[config.mk]
export PLATFORM = sky130hd
export DESIGN_NAME = tdm_demux
export DESIGN_NICKNAME = d
export VERILOG_FILES = /design/src/rtl/tdm_pkg.sv /design/src/rtl/tdm_slot_counter.sv /design/src/rtl/tdm_demux.sv
export SDC_FILE = /design/constraint.sdc
export NUM_CORES = 1
export LEC_CHECK = 0
export ABC_AREA = 0
export BUFFER_PORTS_ARGS = -buffer_cell sky130_fd_sc_hd__buf_2
export CAP_MARGIN = 15
export CORE_MARGIN = 10
export CORE_UTILIZATION = 50
export CTS_CLUSTER_DIAMETER = 30
export DETAILED_ROUTE_END_ITERATION = 8
export GPL_TIMING_DRIVEN = 0
export PLACE_DENSITY = 0.71
export SLEW_MARGIN = 20
export SYNTH_ARGS = -nofsm -noshare
export SYNTH_HDL_FRONTEND = slang
export SYNTH_SLANG_ARGS = --single-unit
[constraint.sdc]
create_clock -name clk -period 3.3 [get_ports clk]
set_input_delay 0.66 -clock clk [delete_from_list [all_inputs] [get_ports clk]]
set_output_delay 0.66 -clock clk [all_outputs]
set_load 0.01 [all_outputs]
[src/rtl/tdm_pkg.sv]
// tdm_pkg: shared types and constants for the TDM receive path.
//   tdm_state_e    : framing FSM states (HUNT, COLLECT)
//   TDM_N_CH_DEF   : default number of channels per frame
//   TDM_WIDTH_DEF  : default bits per channel word
//   slot_width()   : width of the slot index for a given channel count
package tdm_pkg;

  typedef enum logic {
    HUNT    = 1'b0,
    COLLECT = 1'b1
  } tdm_state_e;

  localparam int TDM_N_CH_DEF  = 4;
  localparam int TDM_WIDTH_DEF = 8;

  // Slot index width; never narrower than one bit so the counter is always a
  // real register even at the smallest legal channel count.
  function automatic int slot_width(input int n);
    return (n <= 2) ? 1 : $clog2(n);
  endfunction

endpackage

[src/rtl/tdm_slot_counter.sv]
// tdm_slot_counter: mod-N_CH slot index for the TDM deserializer.
//   clk        : system clock
//   reset      : synchronous active-high reset (slot -> 0)
//   load_one_i : a frame start was accepted as channel 0; next slot is 1
//   clear_i    : frame completed; next slot is 0
//   incr_i     : a mid-frame beat was accepted; advance one slot
//   slot_o     : current slot index (channel expected on the next beat)
//   is_last_o  : slot_o == N_CH-1
module tdm_slot_counter #(
  parameter int N_CH = 4,
  parameter int CW   = 2
) (
  input  logic          clk,
  input  logic          reset,
  input  logic          load_one_i,
  input  logic          clear_i,
  input  logic          incr_i,
  output logic [CW-1:0] slot_o,
  output logic          is_last_o
);

  localparam logic [CW-1:0] LAST_SLOT = CW'(N_CH - 1);

  logic [CW-1:0] slot_q;
  logic [CW-1:0] slot_d;

  // load_one wins: a sync beat always restarts the frame, whatever else the
  // datapath would have done with that beat.
  always_comb begin
    slot_d = slot_q;
    if (load_one_i) begin
      slot_d = CW'(1);
    end else if (clear_i) begin
      slot_d = '0;
    end else if (incr_i) begin
      slot_d = (slot_q == LAST_SLOT) ? '0 : slot_q + CW'(1);
    end
  end

  always_ff @(posedge clk) begin
    if (reset) begin
      slot_q <= '0;
    end else begin
      slot_q <= slot_d;
    end
  end

  assign slot_o    = slot_q;
  assign is_last_o = (slot_q == LAST_SLOT);

endmodule

[src/rtl/tdm_demux.sv]
// tdm_demux: time-division demultiplexer / deserializer.
// Collects N_CH consecutive valid beats (channel 0 flagged by frame_sync) into
// a shadow buffer and publishes the whole frame on dout in a single edge.
//   clk        : system clock
//   reset      : synchronous active-high reset
//   din_valid  : qualifies din and frame_sync
//   din        : serial channel word
//   frame_sync : current beat is channel 0
//   dout       : frame, channel k at dout[k*WIDTH +: WIDTH]
//   dout_valid : one-cycle pulse when dout has just been updated
//   locked     : FSM is in COLLECT
//   sync_err   : one-cycle pulse on a framing violation
//   frame_cnt  : frames delivered, wraps at 256
module tdm_demux
  import tdm_pkg::*;
#(
  parameter int N_CH  = TDM_N_CH_DEF,
  parameter int WIDTH = TDM_WIDTH_DEF
) (
  input  logic                    clk,
  input  logic                    reset,
  input  logic                    din_valid,
  input  logic [WIDTH-1:0]        din,
  input  logic                    frame_sync,
  output logic [N_CH*WIDTH-1:0]   dout,
  output logic                    dout_valid,
  output logic                    locked,
  output logic                    sync_err,
  output logic [7:0]              frame_cnt
);

  localparam int CW = slot_width(N_CH);

  tdm_state_e              state_q;
  logic [WIDTH-1:0]        shadow_q [N_CH-1];
  logic [N_CH*WIDTH-1:0]   dout_q;
  logic                    dout_valid_q;
  logic                    locked_q;
  logic                    sync_err_q;
  logic [7:0]              frame_cnt_q;

  logic [CW-1:0]           slot;
  logic                    is_last;
  logic                    in_collect;
  logic                    load_one;
  logic                    clear_slot;
  logic                    incr_slot;
  logic [N_CH*WIDTH-1:0]   frame_word;

  assign in_collect = (state_q == COLLECT);

  // Slot control mirrors the FSM below: any sync beat restarts at slot 1;
  // a non-sync beat in COLLECT either completes the frame or advances.
  // A non-sync beat at slot 0 is an error and leaves slot at 0.
  assign load_one   = din_valid & frame_sync;
  assign clear_slot = din_valid & ~frame_sync & in_collect & is_last;
  assign incr_slot  = din_valid & ~frame_sync & in_collect & ~is_last &
                      (slot != '0);

  tdm_slot_counter #(
    .N_CH (N_CH),
    .CW   (CW)
  ) u_slot_counter (
    .clk        (clk),
    .reset      (reset),
    .load_one_i (load_one),
    .clear_i    (clear_slot),
    .incr_i     (incr_slot),
    .slot_o     (slot),
    .is_last_o  (is_last)
  );

  // Completed frame: shadow holds channels 0..N_CH-2, the final channel is
  // taken straight from din so the frame lands in the same edge as the last
  // beat.
  generate
    for (genvar gi = 0; gi < N_CH - 1; gi++) begin : g_frame
      assign frame_word[gi*WIDTH +: WIDTH] = shadow_q[gi];
    end
  endgenerate
  assign frame_word[(N_CH-1)*WIDTH +: WIDTH] = din;

  always_ff @(posedge clk) begin
    if (reset) begin
      state_q      <= HUNT;
      dout_q       <= '0;
      dout_valid_q <= 1'b0;
      locked_q     <= 1'b0;
      sync_err_q   <= 1'b0;
      frame_cnt_q  <= '0;
      for (int i = 0; i < N_CH - 1; i++) begin
        shadow_q[i] <= '0;
      end
    end else begin
      dout_valid_q <= 1'b0;
      sync_err_q   <= 1'b0;
      if (din_valid) begin
        unique case (state_q)
          HUNT: begin
            // Unsynchronised beats are silently dropped while hunting.
            if (frame_sync) begin
              shadow_q[0] <= din;
              state_q     <= COLLECT;
              locked_q    <= 1'b1;
            end
          end
          COLLECT: begin
            if (frame_sync) begin
              // A sync anywhere but slot 0 abandons the partial frame; the
              // beat itself becomes the new channel 0.
              shadow_q[0] <= din;
              if (slot != '0) begin
                sync_err_q <= 1'b1;
              end
            end else if (slot == '0) begin
              // Expected a frame start and did not get one: lose lock.
              sync_err_q <= 1'b1;
              state_q    <= HUNT;
              locked_q   <= 1'b0;
            end else if (is_last) begin
              dout_q       <= frame_word;
              dout_valid_q <= 1'b1;
              frame_cnt_q  <= frame_cnt_q + 8'd1;
            end else begin
              for (int i = 1; i < N_CH - 1; i++) begin
                if (slot == CW'(i)) begin
                  shadow_q[i] <= din;
                end
              end
            end
          end
          default: begin
            state_q  <= HUNT;
            locked_q <= 1'b0;
          end
        endcase
      end
    end
  end

  assign dout       = dout_q;
  assign dout_valid = dout_valid_q;
  assign locked     = locked_q;
  assign sync_err   = sync_err_q;
  assign frame_cnt  = frame_cnt_q;

endmodule

==> flow_metrics.env, run 1 <==
export IMPL_netlist_area_um2=2764
export IMPL_slew_violations=0
export IMPL_ys_types=36
export IMPL_cp_arrival_ns=2.23
export IMPL_leakage_uw=0.001305
export IMPL_netlist_top_cell_by_area="dfxtp_1"
export IMPL_antenna_cells=0
export IMPL_relSlewSlack=0.6749
export IMPL_async_reset_ff_frac=0
export IMPL_post_place_ws_ns=1.315
export IMPL_placed_cell_area_um2=3124
export IMPL_fillCellCount=470
export IMPL_cts_tree="yes"
export IMPL_via_count=2181
export IMPL_power_density_nw_per_um2=485.2
export IMPL_antenna_left=0
export IMPL_hold_viol_final=0
export IMPL_postCtsHoldBufs=0
export IMPL_die_h_um=94.35
export IMPL_endpoint_kind="flop"
export IMPL_max_cap_violations=0
export IMPL_root_buffer="clkbuf_8"
export IMPL_grt_pass1_wl_um=10300
export IMPL_timing_setup_tns_ns=0
export IMPL_syn_inst=266
export IMPL_fin_crit_ns=1.965
export IMPL_gp_congestion=0.7697
export IMPL_cts_buffers=9
export IMPL_max_vdd_ir_drop_mv=0.3368
export IMPL_grtUsageMet1=0.1822
export IMPL_htreeDepth=3
export IMPL_grt_overflow=0
export IMPL_place_hpwl_um=4633
export IMPL_insertion_delay_ns=0.34
export IMPL_num_rows=27
export IMPL_path_class="reg2reg"
export IMPL_stdcell_area_um2=3292
export IMPL_p_total_uw=1597
export IMPL_outcome="complete, no violations"
export IMPL_clock_path_buffers=2
export IMPL_clock_sink_count=70
export IMPL_finClkSkew_ns=0.01096
export IMPL_start_kind="flop"
export IMPL_hold_class="reg2reg"
export IMPL_post_route_drc_count=0
export IMPL_setup_viol=0
export IMPL_post_route_period_util=0.5953
export IMPL_synthTopCellsByArea="dfxtp_1 33%, edfxtp_1 26%, a21oi_1 8.0%, o21ai_0 7.1%, nand3_1 6.7%"
export IMPL_dieArea_um2=8902
export IMPL_post_cts_setup_buffers=0
export IMPL_routed_wl_um=6486
export IMPL_use_met3=0.05393
export IMPL_required_ns=3.57
export IMPL_detail_route_vias_per_cell=5.346
export IMPL_synth_edf_count=24
export IMPL_area_delta_synth_final_pct=19.10
export IMPL_timing_final_ws_setup_ns=1.335
export IMPL_worst_slew_pin_slew_ns=0.4877
export IMPL_drt_pass1_iter_count=4
export IMPL_use_met2=0.2323
export IMPL_grt_pass1_vias=2075
export IMPL_ys_ff_latch=70
export IMPL_grt_max_degree=12
export IMPL_synth_top_cell_area_share=0.3332
export IMPL_start_util=0.5082
export IMPL_cts_resized=0
export IMPL_grtUsageTotal=0.1487
export IMPL_wl_per_cell_um=15.90
export IMPL_grt_setup_unrepaired="no"
export IMPL_drtIter0Drc=137
export IMPL_drive_above_1_share=0.2440
export IMPL_synthFlopType="dfxtp_1"
export IMPL_fmax_mhz=509.0
export IMPL_yosys_warnings=0
export IMPL_io_pins=55
export IMPL_cp_max_fo=10
export IMPL_clk_pin_slew_ns=0.07
export IMPL_top_usage_layer="met2"
export IMPL_synth_nets=284
export IMPL_fp_dieW_um=94.35
export IMPL_grt_antenna_before_repair=0
export IMPL_fin_nets=349
export IMPL_core_region_area_um2=5439
export IMPL_ys_seq_area_frac=0.5939
export IMPL_synth_area_per_cell_um2=10.39
export IMPL_portBuffers=54
## synthesized netlist by cell type (2+ instances only)
| library cell | count |
|---|---|
| dfxtp_1 | 46 |
| nor2b_1 | 2 |
| nand2_1 | 3 |
| nor3_1 | 2 |
| nand3_1 | 37 |
| buf_6 | 2 |
| inv_1 | 4 |
| a21oi_1 | 44 |
| a21o_1 | 2 |
| or4_1 | 4 |
| o31ai_1 | 5 |
| o21ai_0 | 39 |
| nand4_1 | 2 |
| clkbuf_1 | 12 |
| ha_1 | 6 |
| and2_1 | 8 |
| buf_2 | 5 |
| nor2_1 | 2 |
| edfxtp_1 | 24 |
## registers in the layout, indices dropped and copies added, names as in the netlist
| name | cells |
|---|---|
| frame_cnt | 8 |
| dout_valid | 1 |
| shadow_q | 24 |
| in_collect | 1 |
| locked | 1 |
| u_slot_counter.slot_o | 2 |
| dout | 32 |
| sync_err | 1 |
## cell families (layout without fill, tap and decap cells)
group | Yosys count | after routing | share of synthesized area
compound gates | 93 | 93 | 0.1784
simple gates | 68 | 68 | 0.1408
fa+ha+maj | 6 | 6 | 0.02716
buf+inv | 28 | 98 | 0.05567
mux | 1 | 1 | 0.004074
flops | 70 | 70 | 0.5939
## power breakdown
part / internal, uW / switching [uW]
Clock: 290 / 308
Combinational: 25.6 / 56.3
Sequential: 910 / 7.23
Total: 1230 / 371
## worst max-delay path, stage by stage (launching register included)
cell and delay (ns):
dfxtp_1 0.40, inv_1 0.09, ha_1 0.33, nand4bb_1 0.24
buf_2 0.19, or4_1 0.49, a21oi_1 0.15
## cell usage in the layout (no fill, tap or decap), types with 3 or more instances in the layout
master    Yosys  final
buf_2         5     59
nand2_1       3      3
or4_1         4      4
clkinv_2      0      3
and2_1        8      8
dfxtp_1      46     46
o21ai_0      39     39
o31ai_1       5      5
ha_1          6      6
clkbuf_8      1     11
clkbuf_1     12     14
nand3_1      37     37
inv_1         4      4
edfxtp_1     24     24
a21oi_1      44     44
## final timing paths
check                                              start           end  slack [ns]  depth (start not counted)
worst max-delay path            u_slot_counter.slot_o[0]  frame_cnt[6]        1.34                          6
worst min-delay path                            dout[20]      dout[20]        0.47                          2
worst max register to register  u_slot_counter.slot_o[0]  frame_cnt[6]        1.34                          6
worst min register to register                  dout[20]      dout[20]        0.47                          2
## metrics by stage
step,utilization,hold slack (ns),std cells
after CTS,0.6052,0.4758,408
after global placement,0.5744,0.4573,392
after global routing,0.6052,0.4922,408
after floorplan,-,0.4812,266
final,0.6052,0.4739,408
after detailed placement,0.5744,0.4657,392
## per-layer routing
metal	routed length, um	up-vias
li1	-	1103
met5	0	-
met1	2961	1011
met3	425	10
met4	87	0
met2	3011	57
## area by class of cell
class | instances | area, um2 | area share
plain buffers | 23 | 135.1 | 0.04105
clock inverters | 4 | 22.52 | 0.006841
repair buffers | 54 | 270.3 | 0.08210
well taps | 72 | 90.09 | 0.02737
flip-flops and latches | 70 | 1642 | 0.4987
multi-input cells | 168 | 968.4 | 0.2942
clock buffers | 12 | 145.1 | 0.04409
inverters | 5 | 18.77 | 0.005701
No activity file was read; power rests on OpenSTA's default activity.
==> inputs of run 2 (changes only) <==
--- a/config.mk
+++ b/config.mk
@@ -9,11 +9,11 @@
 export BUFFER_PORTS_ARGS = -buffer_cell sky130_fd_sc_hd__buf_2
 export CAP_MARGIN = 15
 export CORE_MARGIN = 10
-export CORE_UTILIZATION = 50
+export CORE_UTILIZATION = 49
 export CTS_CLUSTER_DIAMETER = 30
 export DETAILED_ROUTE_END_ITERATION = 8
 export GPL_TIMING_DRIVEN = 0
-export PLACE_DENSITY = 0.71
+export PLACE_DENSITY = 0.72
 export SLEW_MARGIN = 20
 export SYNTH_ARGS = -nofsm -noshare
 export SYNTH_HDL_FRONTEND = slang
==> constraint.sdc (replaced) <==
create_clock -name clk -period 1.8 [get_ports clk]
set_input_delay 0.36 -clock clk [delete_from_list [all_inputs] [get_ports clk]]
set_output_delay 0.36 -clock clk [all_outputs]
set_load 0.01 [all_outputs]
==> run 2 against run 1 <==
  * First-iteration DRC count rose by 51%
  * Largest power group unchanged
  * Sequential cell count stayed put
  * Setup slack got worse by 1.3 ns
  * Critical path type unchanged
  * Combinational power increased by 98%
  * Core utilization increased by 0.87 points
==> flow_metrics.env, run 2 (synthesis results as in run 1) <==
export IMPL_outcome="complete, no violations"
export IMPL_fin_crit_ns=1.740
export IMPL_max_vdd_ir_drop_mv=0.5008
export IMPL_insertion_delay_ns=0.34
export IMPL_min_delay_start="din[4]"
export IMPL_gp_congestion=0.8210
export IMPL_post_route_drc_count=0
export IMPL_drt_pass1_iter_count=4
export IMPL_clkPwrFrac=0.408
export IMPL_wl_per_cell_um=16.97
export IMPL_drive_above_1_share=0.2700
export IMPL_required_ns=2.08
export IMPL_p_sw_uw=742.1
export IMPL_htreeDepth=3
export IMPL_hold_class="in2reg"
export IMPL_root_buffer="clkbuf_8"
export IMPL_worst_slew_pin_slew_ns=0.4696
export IMPL_fp_dieW_um=95.11
export IMPL_holdPathEnd="dout[28]"
export IMPL_power_density_nw_per_um2=919.8
export IMPL_cp_max_fo=10
export IMPL_cts_tree="yes"
export IMPL_placed_cell_area_um2=3124
export IMPL_grt_overflow=0
export IMPL_hold_viol_final=0
export IMPL_p_seq_frac=0.540
export IMPL_grt_setup_unrepaired="no"
export IMPL_slew_violations=0
export IMPL_cts_buffers=9
export IMPL_die_h_um=95.11
export IMPL_place_hpwl_um=4794
export IMPL_antenna_cells=0
export IMPL_max_cap_violations=0
export IMPL_relSlewSlack=0.6864
export IMPL_reg2reg_depth=6
export IMPL_grt_antenna_before_repair=0
export IMPL_drtIter0Drc=207
export IMPL_fmax_mhz=574.8
export IMPL_grtUsageTotal=0.1600
export IMPL_clock_sink_count=70
export IMPL_hold_ws_ns=0.2775
export IMPL_swShare=0.2386
export IMPL_io_pins=55
export IMPL_via_count=2274
export IMPL_endpoint_kind="flop"
export IMPL_path_class="reg2reg"
export IMPL_r2r_start="u_slot_counter.slot_o[0]"
export IMPL_largest_reg_flops=32
export IMPL_final_common_cell="buf_2"
export IMPL_stdcell_area_um2=3381
export IMPL_detail_route_vias_per_cell=5.560
export IMPL_core_region_area_um2=5507
export IMPL_postCtsHoldBufs=0
export IMPL_clock_path_buffers=2
export IMPL_finClkSkew_ns=0.006524
export IMPL_cp_startpoint="u_slot_counter.slot_o[0]"
export IMPL_post_route_period_util=0.9666
export IMPL_grt_pass1_wl_um=11160
export IMPL_r2r_end="frame_cnt[5]"
export IMPL_fin_nets=350
export IMPL_leakage_uw=0.001333
export IMPL_area_delta_synth_final_pct=22.32
export IMPL_start_kind="flop"
export IMPL_layout_common_cells="58 x buf_2, 44 x dfxtp_1, 42 x a21oi_1"
export IMPL_grt_pass1_vias=2256
export IMPL_grt_max_degree=14
export IMPL_num_rows=27
export IMPL_start_util=0.5019
export IMPL_routed_wl_um=6942
export IMPL_hold_depth=3
export IMPL_dieArea_um2=9045
export IMPL_internal_power_uw=2368
export IMPL_cp_arrival_ns=2.02
export IMPL_clk_pin_slew_ns=0.08
export IMPL_portBuffers=54
export IMPL_setup_viol=0
export IMPL_antenna_left=0
export IMPL_p_total_uw=3110
export IMPL_rrSetupSlack_ns=0.06
export IMPL_finish_utilization=0.6140
export IMPL_power_frac_comb=0.052
## run 2: cell count changes in the layout (fill, tap and decap cells not counted), moves of 2 or more
cell	before	now
ha_1	6	4
inv_6	0	2
a21oi_1	44	42
a21oi_2	0	2
clkinv_2	3	1
dfxtp_4	0	2
dfxtp_1	46	44
## run 2: worst max-delay path, stage by stage, from the launching register on
cell and delay, ns:
dfxtp_4 0.38, inv_1 0.08, ha_4 0.20, nand4bb_4 0.23, buf_6 0.15, or4_1 0.49, a21oi_2 0.14
## run 2: worst max-delay path by stage
stage                        end  slack, ns  cells after the start
finish              frame_cnt[5]       0.06                      6
global placement    frame_cnt[5]      -0.07                      6
floorplan           frame_cnt[5]       0.12                      6
CTS                 frame_cnt[5]       0.02                      6
global route        frame_cnt[5]      0.007                      6
detailed placement  frame_cnt[5]      -0.17                      6
## run 2: routing by layer
| metal | global-route usage | part of all wire |
|---|---|---|
| met5 | 0 | 0 |
| met4 | 0.09850 | 0.021 |
| met3 | 0.04006 | 0.064 |
| met2 | 0.2580 | 0.49 |
| met1 | 0.1877 | 0.43 |
## run 2: timing repair
item / 4_1_cts / 5_1_grt
cloned: 0 / 0
pin swaps: 1 / 2
endpoints found under the setup margin: 32 / 25
gates resized for setup: 7 / 5
buffers inserted: 1 / 0
endpoints found under the hold margin: 0 / 0
## run 2: metrics by stage
stage               instances  setup TNS (ns)  worst slack [ns]
global placement          392         -0.2800          -0.06579
floorplan                 266               0            0.1219
CTS                       409               0           0.01640
global route              409               0          0.006895
detailed placement        392         -0.9949           -0.1704
finish                    409               0           0.06015
## run 2: layout make-up
type | instances | area (um2)
Sequential cell | 70 | 1649
Clock buffer | 10 | 127.6
Timing Repair Buffer | 55 | 277.8
Inverter | 5 | 18.77
Tap cell | 72 | 90.09
Multi-Input combinational cell | 168 | 1007
Fill cell | 451 | 2126
Buffer | 23 | 141.4
Clock inverter | 6 | 68.82
## run 2: power groups by stage
stage | logic [uW] | registers [uW] | clock network, uW
floorplan | 95.9 | 1710 | 0
global placement | 150 | 1720 | 0
detailed placement | 152 | 1720 | 0
CTS | 157 | 1680 | 1280
global route | 179 | 1680 | 1360
finish | 162 | 1680 | 1270
==> inputs of run 3 (changes only) <==
--- a/config.mk
+++ b/config.mk
@@ -9,11 +9,11 @@
 export BUFFER_PORTS_ARGS = -buffer_cell sky130_fd_sc_hd__buf_2
 export CAP_MARGIN = 15
 export CORE_MARGIN = 10
-export CORE_UTILIZATION = 49
+export CORE_UTILIZATION = 50
 export CTS_CLUSTER_DIAMETER = 30
 export DETAILED_ROUTE_END_ITERATION = 8
 export GPL_TIMING_DRIVEN = 0
-export PLACE_DENSITY = 0.72
+export PLACE_DENSITY = 0.71
 export SLEW_MARGIN = 20
 export SYNTH_ARGS = -nofsm -noshare
 export SYNTH_HDL_FRONTEND = slang
==> constraint.sdc (replaced) <==
create_clock -name clk -period 2.1 [get_ports clk]
set_input_delay 0.42 -clock clk [delete_from_list [all_inputs] [get_ports clk]]
set_output_delay 0.42 -clock clk [all_outputs]
set_load 0.01 [all_outputs]
==> run 3 against run 2 <==
  * Setup slack improved by 0.18 ns
  * Critical path depth unchanged
  * Clock-buffer cell count increased by 2
  * Sequential share of layout area increased by 0.94 points
  * Global-route usage decreased by 1.1 points
  * Sequential cell count unchanged
  * Largest cell class unchanged
  * Critical endpoint is now frame_cnt[6]
==> flow_metrics.env, run 3 (synthesis results as in run 1) <==
export IMPL_outcome="complete, no violations"
export IMPL_fillCellCount=471
export IMPL_max_cap_violations=0
export IMPL_detail_route_vias_per_cell=5.374
export IMPL_clk_pin_slew_ns=0.07
export IMPL_use_met2=0.2323
export IMPL_antenna_cells=0
export IMPL_root_buffer="clkbuf_8"
export IMPL_dp_cells=392
export IMPL_grt_setup_unrepaired="no"
export IMPL_critPathBufInv=2
export IMPL_htreeDepth=3
export IMPL_use_met3=0.05393
export IMPL_required_ns=2.37
export IMPL_wl_per_cell_um=15.82
export IMPL_grt_overflow=0
export IMPL_cts_tree="yes"
export IMPL_setup_viol=0
export IMPL_post_route_period_util=0.8876
export IMPL_power_density_nw_per_um2=759.9
export IMPL_worst_slew_pin_slew_ns=0.4914
export IMPL_timing_setup_tns_ns=0
export IMPL_antenna_left=0
export IMPL_grt_pass1_vias=2075
export IMPL_top_usage_layer="met2"
export IMPL_drive_above_1_share=0.2493
export IMPL_multiInputGateArea_um2=970.9
export IMPL_largest_reg_flops=32
export IMPL_place_hpwl_um=4633
export IMPL_cts_buffers=9
export IMPL_final_instance_count_excl_fill=409
export IMPL_drtIter0Drc=116
export IMPL_fin_crit_ns=1.864
export IMPL_layout_common_cells="59 x buf_2, 46 x dfxtp_1, 44 x a21oi_1"
export IMPL_insertion_delay_ns=0.34
export IMPL_fp_dieW_um=94.35
export IMPL_endpoint_kind="flop"
export IMPL_start_util=0.5082
export IMPL_drt_pass1_iter_count=4
export IMPL_portBuffers=54
export IMPL_leakage_uw=0.001308
export IMPL_slew_violations=0
export IMPL_grt_antenna_before_repair=0
export IMPL_post_place_ws_ns=0.1517
export IMPL_fin_nets=350
export IMPL_seqCellArea_um2=1642
export IMPL_area_delta_synth_final_pct=19.47
export IMPL_grtUsageTotal=0.1487
export IMPL_num_rows=27
export IMPL_final_common_cell="buf_2"
export IMPL_relSlewSlack=0.6724
export IMPL_grtUsageMet1=0.1822
export IMPL_timing_final_ws_setup_ns=0.2361
export IMPL_cp_arrival_ns=2.13
export IMPL_postCtsHoldBufs=0
export IMPL_cp_max_fo=10
export IMPL_path_class="reg2reg"
export IMPL_die_h_um=94.35
export IMPL_grt_max_degree=12
export IMPL_gp_congestion=0.7697
export IMPL_grt_pass1_wl_um=10300
export IMPL_routed_wl_um=6469
export IMPL_crit_chain="inv_1 -> ha_2 -> nand4bb_1 -> buf_2 -> or4_1 -> a21oi_1"
export IMPL_max_vdd_ir_drop_mv=0.5276
export IMPL_io_pins=55
export IMPL_finClkSkew_ns=0.01021
export IMPL_post_route_drc_count=0
export IMPL_worst_path_max_delay_cell="or4_1"
export IMPL_dieArea_um2=8902
export IMPL_core_region_area_um2=5439
export IMPL_fmax_mhz=536.5
export IMPL_cpPeakStageDelay_ns=0.49
export IMPL_hold_viol_final=0
export IMPL_hold_class="in2reg"
export IMPL_start_kind="flop"
export IMPL_clock_path_buffers=2
export IMPL_clock_sink_count=70
export IMPL_crit_family="simple AND/OR/NAND/NOR gates"
export IMPL_via_count=2198
-- run 3: cell types whose count changed in the layout (fill, tap and decap cells not counted), sizes merged --
| cell | delta |
|---|---|
| clkbuf | +2 |
| inv | -2 |
| bufinv | -1 |
| clkinv | +1 |
-- run 3: final timing paths --
| kind | startpoint | to | slack (ns) | cells after the start |
|---|---|---|---|---|
| worst min-delay path | din[2] | dout[26] | 0.34 | 3 |
| worst min register to register | dout[20] | dout[20] | 0.47 | 2 |
| worst max register to register | u_slot_counter.slot_o[0] | frame_cnt[6] | 0.24 | 6 |
| worst max-delay path | u_slot_counter.slot_o[0] | frame_cnt[6] | 0.24 | 6 |
-- run 3: worst register-to-register path, delay by kind of cell (launching register included) --
family	cells	cell delay (ns)
DFF	1	0.40
adders and majority gates	1	0.26
and+or+nand+nor	2	0.70
AOI/OAI and AO/OA	1	0.15
buffers and inverters	2	0.29
-- run 3: timing repair --
item | CTS | global route
endpoints found under the setup margin | 0 | 4
buffers inserted | 0 | 1
resized for setup | 0 | 1
-- run 3: through the flow --
step | hold slack, ns | total power (uW) | utilization | instance area (um2)
global placement | 0.4573 | 1598 | 0.5744 | 3124
finish | 0.3389 | 2509 | 0.6071 | 3302
CTS | 0.3252 | 2524 | 0.6052 | 3292
global route | 0.3455 | 2605 | 0.6071 | 3302
floorplan | 0.4812 | 1551 | - | 2764
detailed placement | 0.4657 | 1599 | 0.5744 | 3124
-- run 3: area by class of cell --
type	instances	area share
clock inverters	4	0.006821
inverters	5	0.005684
well taps	72	0.02728
repair buffers	55	0.08412
plain buffers	23	0.04092
clock buffers	12	0.04396
flip-flops and latches	70	0.4972
multi-input cells	168	0.2941
-- run 3: power breakdown --
part | total, uW | internal, uW | leakage (uW) | switching [uW]
Clock | 938 | 455 | 0.0000861 | 483
Combinational | 129 | 40.9 | 0.000599 | 88.3
Sequential | 1440 | 1430 | 0.000622 | 11.3
Total | 2510 | 1930 | 0.00131 | 582
-- run 3: routing by layer --
layer  share of wire  wire (um)
met5               0          0
met4           0.013         87
met3           0.065        418
met2            0.46       3002
met1            0.46       2960
